File: config.mk
export PLATFORM = sky130hd
export DESIGN_NAME = alu_req_arbiter
export DESIGN_NICKNAME = d
export VERILOG_FILES = /design/src/rtl/alu_req_arbiter.sv
export SDC_FILE = /design/constraint.sdc
export NUM_CORES = 1
export LEC_CHECK = 0
export ABC_CLOCK_PERIOD_IN_PS = 5920
export CORE_MARGIN = 3
export CORE_UTILIZATION = 34
export DETAILED_ROUTE_END_ITERATION = 10
export PLACE_DENSITY = 0.73
export SLEW_MARGIN = 20
export SYNTH_ARGS = -nofsm -noshare
export SYNTH_HDL_FRONTEND = slang
export SYNTH_SLANG_ARGS = --single-unit
File: constraint.sdc
create_clock -name clock -period 5.92 [get_ports clock]
set_input_delay 1.184 -clock clock [delete_from_list [all_inputs] [get_ports clock]]
set_output_delay 1.184 -clock clock [all_outputs]
set_load 0.02 [all_outputs]
File: src/rtl/alu_req_arbiter.sv
// Round-robin arbiter sharing one ALU between NUM_REQ requesters, one op in flight.
// Optional op counter output ops_done enabled by defining ALU_ARB_STATS_EN.
module alu_req_arbiter #(
   parameter int unsigned NUM_REQ = 4,
   parameter int unsigned DATA_W  = 8,
   parameter int unsigned SEL_W   = 4,
   parameter int unsigned ALU_LAT = 1
) (
   input  logic                         clock,
   input  logic                         reset,
   input  logic [NUM_REQ-1:0]           req_valid,
   output logic [NUM_REQ-1:0]           req_ready,
   input  logic [NUM_REQ*DATA_W-1:0]    req_a,
   input  logic [NUM_REQ*DATA_W-1:0]    req_b,
   input  logic [NUM_REQ*SEL_W-1:0]     req_sel,
   output logic [DATA_W-1:0]            alu_a,
   output logic [DATA_W-1:0]            alu_b,
   output logic [SEL_W-1:0]             alu_selection,
   input  logic [DATA_W-1:0]            alu_result,
   input  logic                         alu_carry_out,
   output logic                         rsp_valid,
   input  logic                         rsp_ready,
   output logic [$clog2(NUM_REQ)-1:0]   rsp_id,
   output logic [DATA_W-1:0]            rsp_result,
   output logic                         rsp_carry,
   output logic                         busy
`ifdef ALU_ARB_STATS_EN
   ,
   output logic [15:0]                  ops_done
`endif
);

   localparam int unsigned ID_W  = $clog2(NUM_REQ);
   localparam int unsigned CNT_W = (ALU_LAT > 1) ? $clog2(ALU_LAT) : 1;

   typedef enum logic [1:0] {StIdle, StWait, StResp} state_t;

   state_t            state_q, state_d;
   logic [ID_W-1:0]   rr_ptr_q, rr_ptr_d;
   logic [ID_W-1:0]   grant_q, grant_d;
   logic [CNT_W-1:0]  wait_cnt_q, wait_cnt_d;
   logic [DATA_W-1:0] alu_a_q, alu_a_d, alu_b_q, alu_b_d;
   logic [SEL_W-1:0]  alu_sel_q, alu_sel_d;
   logic              rsp_valid_q, rsp_valid_d, rsp_carry_q, rsp_carry_d;
   logic [ID_W-1:0]   rsp_id_q, rsp_id_d;
   logic [DATA_W-1:0] rsp_result_q, rsp_result_d;

   logic              found;
   logic [ID_W-1:0]   grant_idx;
   logic [ID_W:0]     cand;
   logic              grant_en;

   // First valid requester at or after rr_ptr, wrapping mod NUM_REQ.
   always_comb begin
      found     = 1'b0;
      grant_idx = '0;
      cand      = '0;
      for (int unsigned k = 0; k < NUM_REQ; k++) begin
         cand = {1'b0, rr_ptr_q} + (ID_W+1)'(k);
         if (cand >= (ID_W+1)'(NUM_REQ)) cand = cand - (ID_W+1)'(NUM_REQ);
         if (!found && req_valid[cand[ID_W-1:0]]) begin
            found     = 1'b1;
            grant_idx = cand[ID_W-1:0];
         end
      end
   end

   // Held low while in reset so no grant is advertised before the FSM can take it.
   assign grant_en = found && (state_q == StIdle) && reset;

   always_comb begin
      req_ready = '0;
      if (grant_en) req_ready[grant_idx] = 1'b1;
   end

   always_comb begin
      state_d      = state_q;
      rr_ptr_d     = rr_ptr_q;
      grant_d      = grant_q;
      wait_cnt_d   = wait_cnt_q;
      alu_a_d      = alu_a_q;
      alu_b_d      = alu_b_q;
      alu_sel_d    = alu_sel_q;
      rsp_valid_d  = rsp_valid_q;
      rsp_id_d     = rsp_id_q;
      rsp_result_d = rsp_result_q;
      rsp_carry_d  = rsp_carry_q;
      unique case (state_q)
         StIdle: begin
            if (grant_en) begin
               alu_a_d    = req_a[grant_idx*DATA_W +: DATA_W];
               alu_b_d    = req_b[grant_idx*DATA_W +: DATA_W];
               alu_sel_d  = req_sel[grant_idx*SEL_W +: SEL_W];
               grant_d    = grant_idx;
               rr_ptr_d   = (grant_idx == ID_W'(NUM_REQ-1)) ? '0 : grant_idx + 1'b1;
               wait_cnt_d = CNT_W'(ALU_LAT-1);
               state_d    = StWait;
            end
         end
         StWait: begin
            if (wait_cnt_q == '0) begin
               rsp_result_d = alu_result;
               rsp_carry_d  = alu_carry_out;
               rsp_id_d     = grant_q;
               rsp_valid_d  = 1'b1;
               state_d      = StResp;
            end else begin
               wait_cnt_d = wait_cnt_q - 1'b1;
            end
         end
         StResp: begin
            if (rsp_ready) begin
               rsp_valid_d = 1'b0;
               state_d     = StIdle;
            end
         end
         default: state_d = StIdle;
      endcase
   end

   always_ff @(posedge clock or negedge reset) begin
      if (!reset) begin
         state_q      <= StIdle;
         rr_ptr_q     <= '0;
         grant_q      <= '0;
         wait_cnt_q   <= '0;
         alu_a_q      <= '0;
         alu_b_q      <= '0;
         alu_sel_q    <= '0;
         rsp_valid_q  <= 1'b0;
         rsp_id_q     <= '0;
         rsp_result_q <= '0;
         rsp_carry_q  <= 1'b0;
      end else begin
         state_q      <= state_d;
         rr_ptr_q     <= rr_ptr_d;
         grant_q      <= grant_d;
         wait_cnt_q   <= wait_cnt_d;
         alu_a_q      <= alu_a_d;
         alu_b_q      <= alu_b_d;
         alu_sel_q    <= alu_sel_d;
         rsp_valid_q  <= rsp_valid_d;
         rsp_id_q     <= rsp_id_d;
         rsp_result_q <= rsp_result_d;
         rsp_carry_q  <= rsp_carry_d;
      end
   end

   assign alu_a         = alu_a_q;
   assign alu_b         = alu_b_q;
   assign alu_selection = alu_sel_q;
   assign rsp_valid     = rsp_valid_q;
   assign rsp_id        = rsp_id_q;
   assign rsp_result    = rsp_result_q;
   assign rsp_carry     = rsp_carry_q;
   assign busy          = (state_q != StIdle);

`ifdef ALU_ARB_STATS_EN
   logic [15:0] ops_done_q;

   // Saturating count of completed response handshakes.
   always_ff @(posedge clock or negedge reset) begin
      if (!reset) begin
         ops_done_q <= '0;
      end else if (state_q == StResp && rsp_ready && ops_done_q != 16'hFFFF) begin
         ops_done_q <= ops_done_q + 16'd1;
      end
   end

   assign ops_done = ops_done_q;
`endif

endmodule

==> impl_metrics.toml, run 1 <==
[timing]
setup_slack_ns = 1.25
slew_headroom_pct = 35.7
rsz0062_at_grt = "no"
timing.fmax_ghz = 0.214
maxSlewViolCount = 0
final_hold_viol_count = 0
setup_violations = 0
period_share_pct = 78.8
worst-slew-pin-transition_ns = 0.962
skew_ns = 0.00746
final.setup.tns_ns = 0
min_period_ns = 4.67

[layout]
synthToLayoutAreaGrowth_pct = 64.6
layout.area.seq_um2 = 951
n_fill_cell = 572
nNetsFinal = 414
antenna_cells = 0
drive_gt1_share_pct = 15.9
multi_input_area_mm2 = 0.00118

[setup_path]
critPathKind = "in -> out"
worst_setup_path_start_kind = "input port"
crit_top_cell = "clkdlybuf4s50_1"
end_kind = "output port"
crit_buf_inv = 4
crit_family = "buffers and inverters"
crit_chain = "clkdlybuf4s50_1, nor2b_1, a21boi_1, o32ai_4, buf_4, inv_1, ha_1, and2_1, clkdlybuf4s50_1"
crit_slowest_cell = "clkdlybuf4s50_1"
critPathMaxFanout = 17
cp_data_required_time_ns = 4.74
cp.arrival_ns = 3.48
cpPeakStageDelay_ns = 0.60

[grt]
antenna_found_initial = 0
gr-usage-all-layers_pct = 15.5
grt_use_met1_pct = 17.2
grt_pass1_wl_um = 9270
use_met3_pct = 6.21
met2_usage_pct = 27.5
grt.busiest_layer = "met2"
grt_pass1_vias = 1927
gr-total-overflow = 0
grt_max_degree = 40

[yosys]
synth_enable_flop_cells = 0
synth_top_family_by_area = "multiplexers"
synth_xor_area_share_pct = 0
yosysMostFrequentCell = "mux2i_1"
synth_top_area_share_pct = 41.9
async_flop_share_pct = 100
synth_nets = 283
ys_top_cells_by_count = "mux2i_1, dfrtp_1, nand2_1"
muxShareOfSynthArea_pct = 23.1
syn_inst = 183
synthSimpleGateAreaFrac_pct = 8.54
synthAdderAreaFrac_pct = 2.21
synth_ff_type = "dfrtp_1"
syn_area_mm2 = 0.00227
synth-compound-area-share_pct = 17.4
synth_cell_type_count = 29
ys_seq_area_share_pct = 41.9
synthTopCellsByArea = "dfrtp_1, mux2i_1, o221ai_2"
syn_avg_cell_area_um2 = 12.4
synth_top_area_cell = "dfrtp_1"
ys_warn_count = 0
ys_ff_latch = 38

[routing]
drt.antenna.violating_nets = 0
wl_um = 5890
via_count = 1910
initialDrtViolationCount = 44
viasPerCell = 4.87
firstDrtPassIters = 4
wl_per_cell_um = 15.0
drc = 0

[outcome]
status = "finished, final reports clean"

[die]
initial_core_util_pct = 35.3
die_area_mm2 = 0.00769
fp.dieH_um = 87.7
rows = 29
die_w_um = 87.7
coreArea_mm2 = 0.00642
ios = 133

[clock_network]
clkTransAtPathRegs_ns = 0.07
cts_resized = 0
htreeDepth = 2
postCtsSetupRepairBufs = 0
tritoncts = "yes"
cts_hold_buf = 0
clock_latency_ns = 0.29
cts_made_buffers = 5
clock_path_buffers = 2
cts_sinks = 38
clockRootBuffer = "clkbuf_8"

[power_and_ir_drop]
leakagePower_nw = 1.63
ir_drop_v = 0.000218
p_per_area_mw_per_mm2 = 440

[placement]
io_buffers = 132
dp_hpwl_um = 4460
gp_congestion = 0.754
place_ws_ns = 1.25

[flow_run]
max_cap_viol_count = 0

[worst_hold_path]
holdCritPathClass = "reg -> reg"
## tightest hold or removal path: stages (launching register included)
cell and delay [ns]:
dfrtp_1 0.35, nand2_1 0.05, nand2_1 0.06
## through the flow
stage | instance area [µm²] | util, % | cells | power [W] | hold WS [ns]
2_1_floorplan | 2270 | - | 183 | 0.00105 | 0.440
3_3_place_gp | 3590 | 55.9 | 384 | 0.00138 | 0.455
3_5_place_dp | 3590 | 55.9 | 384 | 0.00139 | 0.472
4_1_cts | 3730 | 58.1 | 392 | 0.00167 | 0.491
5_1_grt | 3730 | 58.2 | 392 | 0.00175 | 0.518
6_report | 3730 | 58.2 | 392 | 0.00165 | 0.481
## logic make-up (layout without fill, tap and decap cells)
logic type	count (synthesis)	count (layout)
multiplexers	51	51
AND/OR/NAND/NOR	43	43
flip-flops	38	38
AO/OA/AOI/OAI	30	30
buffers and inverters	17	149
adder cells (fa/ha/maj)	4	4
## power breakdown
group | leakage, nW | internal (W) | switching, W | total (W)
registers | 0.464 | 0.000386 | 0.0000721 | 0.000458
clock network | 0.0714 | 0.000180 | 0.0000929 | 0.000273
logic | 1.10 | 0.000462 | 0.000453 | 0.000915
total | 1.63 | 0.00103 | 0.000618 | 0.00165
## registers in the layout, indices dropped and copies added (netlist names)
register       flops
alu_a              8
rsp_carry          1
rr_ptr_q           2
state_q            2
alu_b              8
rsp_valid          1
grant_q            2
rsp_id             2
rsp_result         8
alu_selection      4
## final cells by class
type / instances / share of cell area (%)
flip-flops and latches: 38 / 25.5
clock inverters: 2 / 1.61
inverters: 5 / 0.570
repair buffers: 136 / 36.0
clock buffers: 6 / 2.21
well taps: 77 / 2.58
multi-input cells: 128 / 31.5
## cell usage in the layout, fill, tap and decap left out, types with 2 or more instances in the layout
cell type and instances:
nor2b_1 5, mux2_2 11, clkdlybuf4s50_1 131, nor2_1 5
nand2_1 26, o21ai_0 3, clkbuf_8 6, bufinv_16 2
inv_1 3, ha_1 4, o221ai_2 20, buf_4 4
mux2i_1 40, and2_1 4, dfrtp_1 38
## per-layer routing
metal / up-vias / share of wire [%]
met2: 76 / 54
met4: 0 / 1.1
met5: - / 0
met1: 898 / 37
met3: 5 / 7.8
li1: 931 / -
## worst paths after layout
kind                         startpoint            to  slack, ns  depth (start not counted)
min                          grant_q[0]    grant_q[0]       0.48                          2
min in group asynchronous         reset   rr_ptr_q[1]       0.94                          2
max reg2reg                 rr_ptr_q[1]      alu_b[7]       3.73                          6
max                        req_valid[2]  req_ready[2]       1.25                          9
max in group asynchronous         reset      alu_b[7]       4.61                          2
min reg2reg                  grant_q[0]    grant_q[0]       0.48                          2
Note: power is estimated with default switching activity, not from simulation.
==> inputs of run 2 (changes only) <==
--- a/config.mk
+++ b/config.mk
@@ -5,7 +5,7 @@
 export SDC_FILE = /design/constraint.sdc
 export NUM_CORES = 1
 export LEC_CHECK = 0
-export ABC_CLOCK_PERIOD_IN_PS = 5920
+export ABC_CLOCK_PERIOD_IN_PS = 4400
 export CORE_MARGIN = 3
 export CORE_UTILIZATION = 34
 export DETAILED_ROUTE_END_ITERATION = 10
==> constraint.sdc (replaced) <==
create_clock -name clock -period 4.4 [get_ports clock]
set_input_delay 0.88 -clock clock [delete_from_list [all_inputs] [get_ports clock]]
set_output_delay 0.88 -clock clock [all_outputs]
set_load 0.02 [all_outputs]
==> run 2 against run 1 <==
  * Sequential cell count did not move
  * Core utilization shrank 0.74 points
  * Via count down 0.16%
  * Power increased by 27%
  * Non-clock buffer count unchanged
  * Global-route usage is 0.63 points lower
  * Combinational power is 34% higher
  * Critical path depth fell by 1
  * Clock power is 9.9% lower
  * Critical endpoint is now req_ready[0]
  * Largest cell class unchanged
  * Highest routed layer unchanged
==> impl_metrics.toml, run 2 (synthesis gave the netlist of run 1 again) <==
[placement]
dp_hpwl_um = 4450
io_buffers = 132
place_ws_ns = 0.503
gp_congestion = 0.701

[timing]
setup_violations = 0
setup_slack_ns = 0.499
maxSlewViolCount = 0
period_share_pct = 88.7
skew_ns = 0.00439
final.setup.tns_ns = 0
timing.fmax_ghz = 0.256
final_hold_viol_count = 0
slew_headroom_pct = 32.9
rsz0062_at_grt = "no"
min_period_ns = 3.90
worst-slew-pin-transition_ns = 1.00

[die]
die_w_um = 87.7
die_area_mm2 = 0.00769
rows = 29
coreArea_mm2 = 0.00642
fp.dieH_um = 87.7
ios = 133
initial_core_util_pct = 35.3

[clock_network]
tritoncts = "yes"
clock_path_buffers = 2
htreeDepth = 2
postCtsSetupRepairBufs = 0
clkTransAtPathRegs_ns = 0.07
cts_hold_buf = 0
cts_sinks = 38
clock_latency_ns = 0.28
cts_made_buffers = 5
cts_resized = 0
clockRootBuffer = "clkbuf_8"

[setup_path]
crit_buf_inv = 3
crit_family = "buffers and inverters"
cpPeakStageDelay_ns = 0.60
crit_slowest_cell = "clkdlybuf4s50_1"
cp_data_required_time_ns = 3.52
crit_top_cell = "clkdlybuf4s50_1"
cp.arrival_ns = 3.02
worst_setup_path_start_kind = "input port"
crit_chain = "clkdlybuf4s50_1, nor2b_1, o21ai_0, o211a_1, inv_2, ha_1, and2_1, clkdlybuf4s50_1"
worstRegToRegCells = 5
critPathMaxFanout = 4
critPathKind = "in -> out"
cp_num_cells = 8
end_kind = "output port"

[routing]
wl_um = 5660
initialDrtViolationCount = 31
firstDrtPassIters = 2
drc = 0
viasPerCell = 4.86
drt.antenna.violating_nets = 0
wl_per_cell_um = 14.4
via_count = 1907

[power_and_ir_drop]
ir_drop_v = 0.000304
p_per_area_mw_per_mm2 = 566
leakagePower_nw = 1.61
p_total_w = 0.00209

[layout]
final_common_cell = "clkdlybuf4s50_1"
drive_gt1_share_pct = 15.9
nNetsFinal = 414
n_fill_cell = 567
synthToLayoutAreaGrowth_pct = 62.5
final_cell_mix = "clkdlybuf4s50_1, mux2i_1, dfrtp_1"
antenna_cells = 0

[worst_hold_path]
holdCritPathClass = "reg -> reg"
hold_depth = 2

[grt]
gr-total-overflow = 0
gr-usage-all-layers_pct = 14.9
antenna_found_initial = 0
grt_max_degree = 39
grt_pass1_vias = 1910
grt_pass1_wl_um = 8980

[outcome]
status = "finished, final reports clean"

[flow_run]
max_cap_viol_count = 0
[run 2: where the power goes]
part	internal, W	total, W	switching, W	leakage [nW]
registers	0.000519	0.000613	0.0000940	0.464
logic	0.000621	0.00123	0.000606	1.10
clock network	0.000126	0.000246	0.000120	0.0472
total	0.00127	0.00209	0.000820	1.61
[run 2: path summary, 6_finish.rpt]
path / start / end / slack (ns)
worst min-delay path: grant_q[0] / grant_q[0] / 0.48
worst max register to register: rr_ptr_q[1] / alu_selection[0] / 2.44
worst min register to register: grant_q[0] / grant_q[0] / 0.48
worst max-delay path: req_valid[2] / req_ready[0] / 0.50
max in group asynchronous: reset / grant_q[0] / 3.37
min in group asynchronous: reset / rr_ptr_q[1] / 0.68
[run 2: cell type report]
type / count / area (µm²) / share of cell area (%)
repair buffers: 136 / 1350 / 36.5
inverters: 5 / 21.3 / 0.577
well taps: 77 / 96.3 / 2.61
clock inverters: 2 / 12.5 / 0.339
clock buffers: 6 / 82.6 / 2.24
multi-input cells: 128 / 1180 / 31.9
flip-flops and latches: 38 / 951 / 25.8
[run 2: worst min-delay path: stages, from the launching register on]
cell and delay (ns):
dfrtp_1 0.34, nand2_1 0.05, nand2_1 0.06
[run 2: per-stage QoR]
stage / cell area (µm²) / util [%] / hold slack, ns / instances
finish: 3690 / 57.4 / 0.476 / 392
global route: 3690 / 57.4 / 0.517 / 392
CTS: 3680 / 57.4 / 0.486 / 392
detailed placement: 3590 / 55.9 / 0.468 / 384
global placement: 3590 / 55.9 / 0.455 / 384
floorplan: 2270 / - / 0.440 / 183
[run 2: layer usage]
layer	part of all wire [%]	GRT usage, %	vias to the layer above
met5	0	0	-
met4	1.1	3.91	0
met3	7.2	4.61	4
met2	51	26.4	75
met1	40	17.3	891
li1	-	-	937
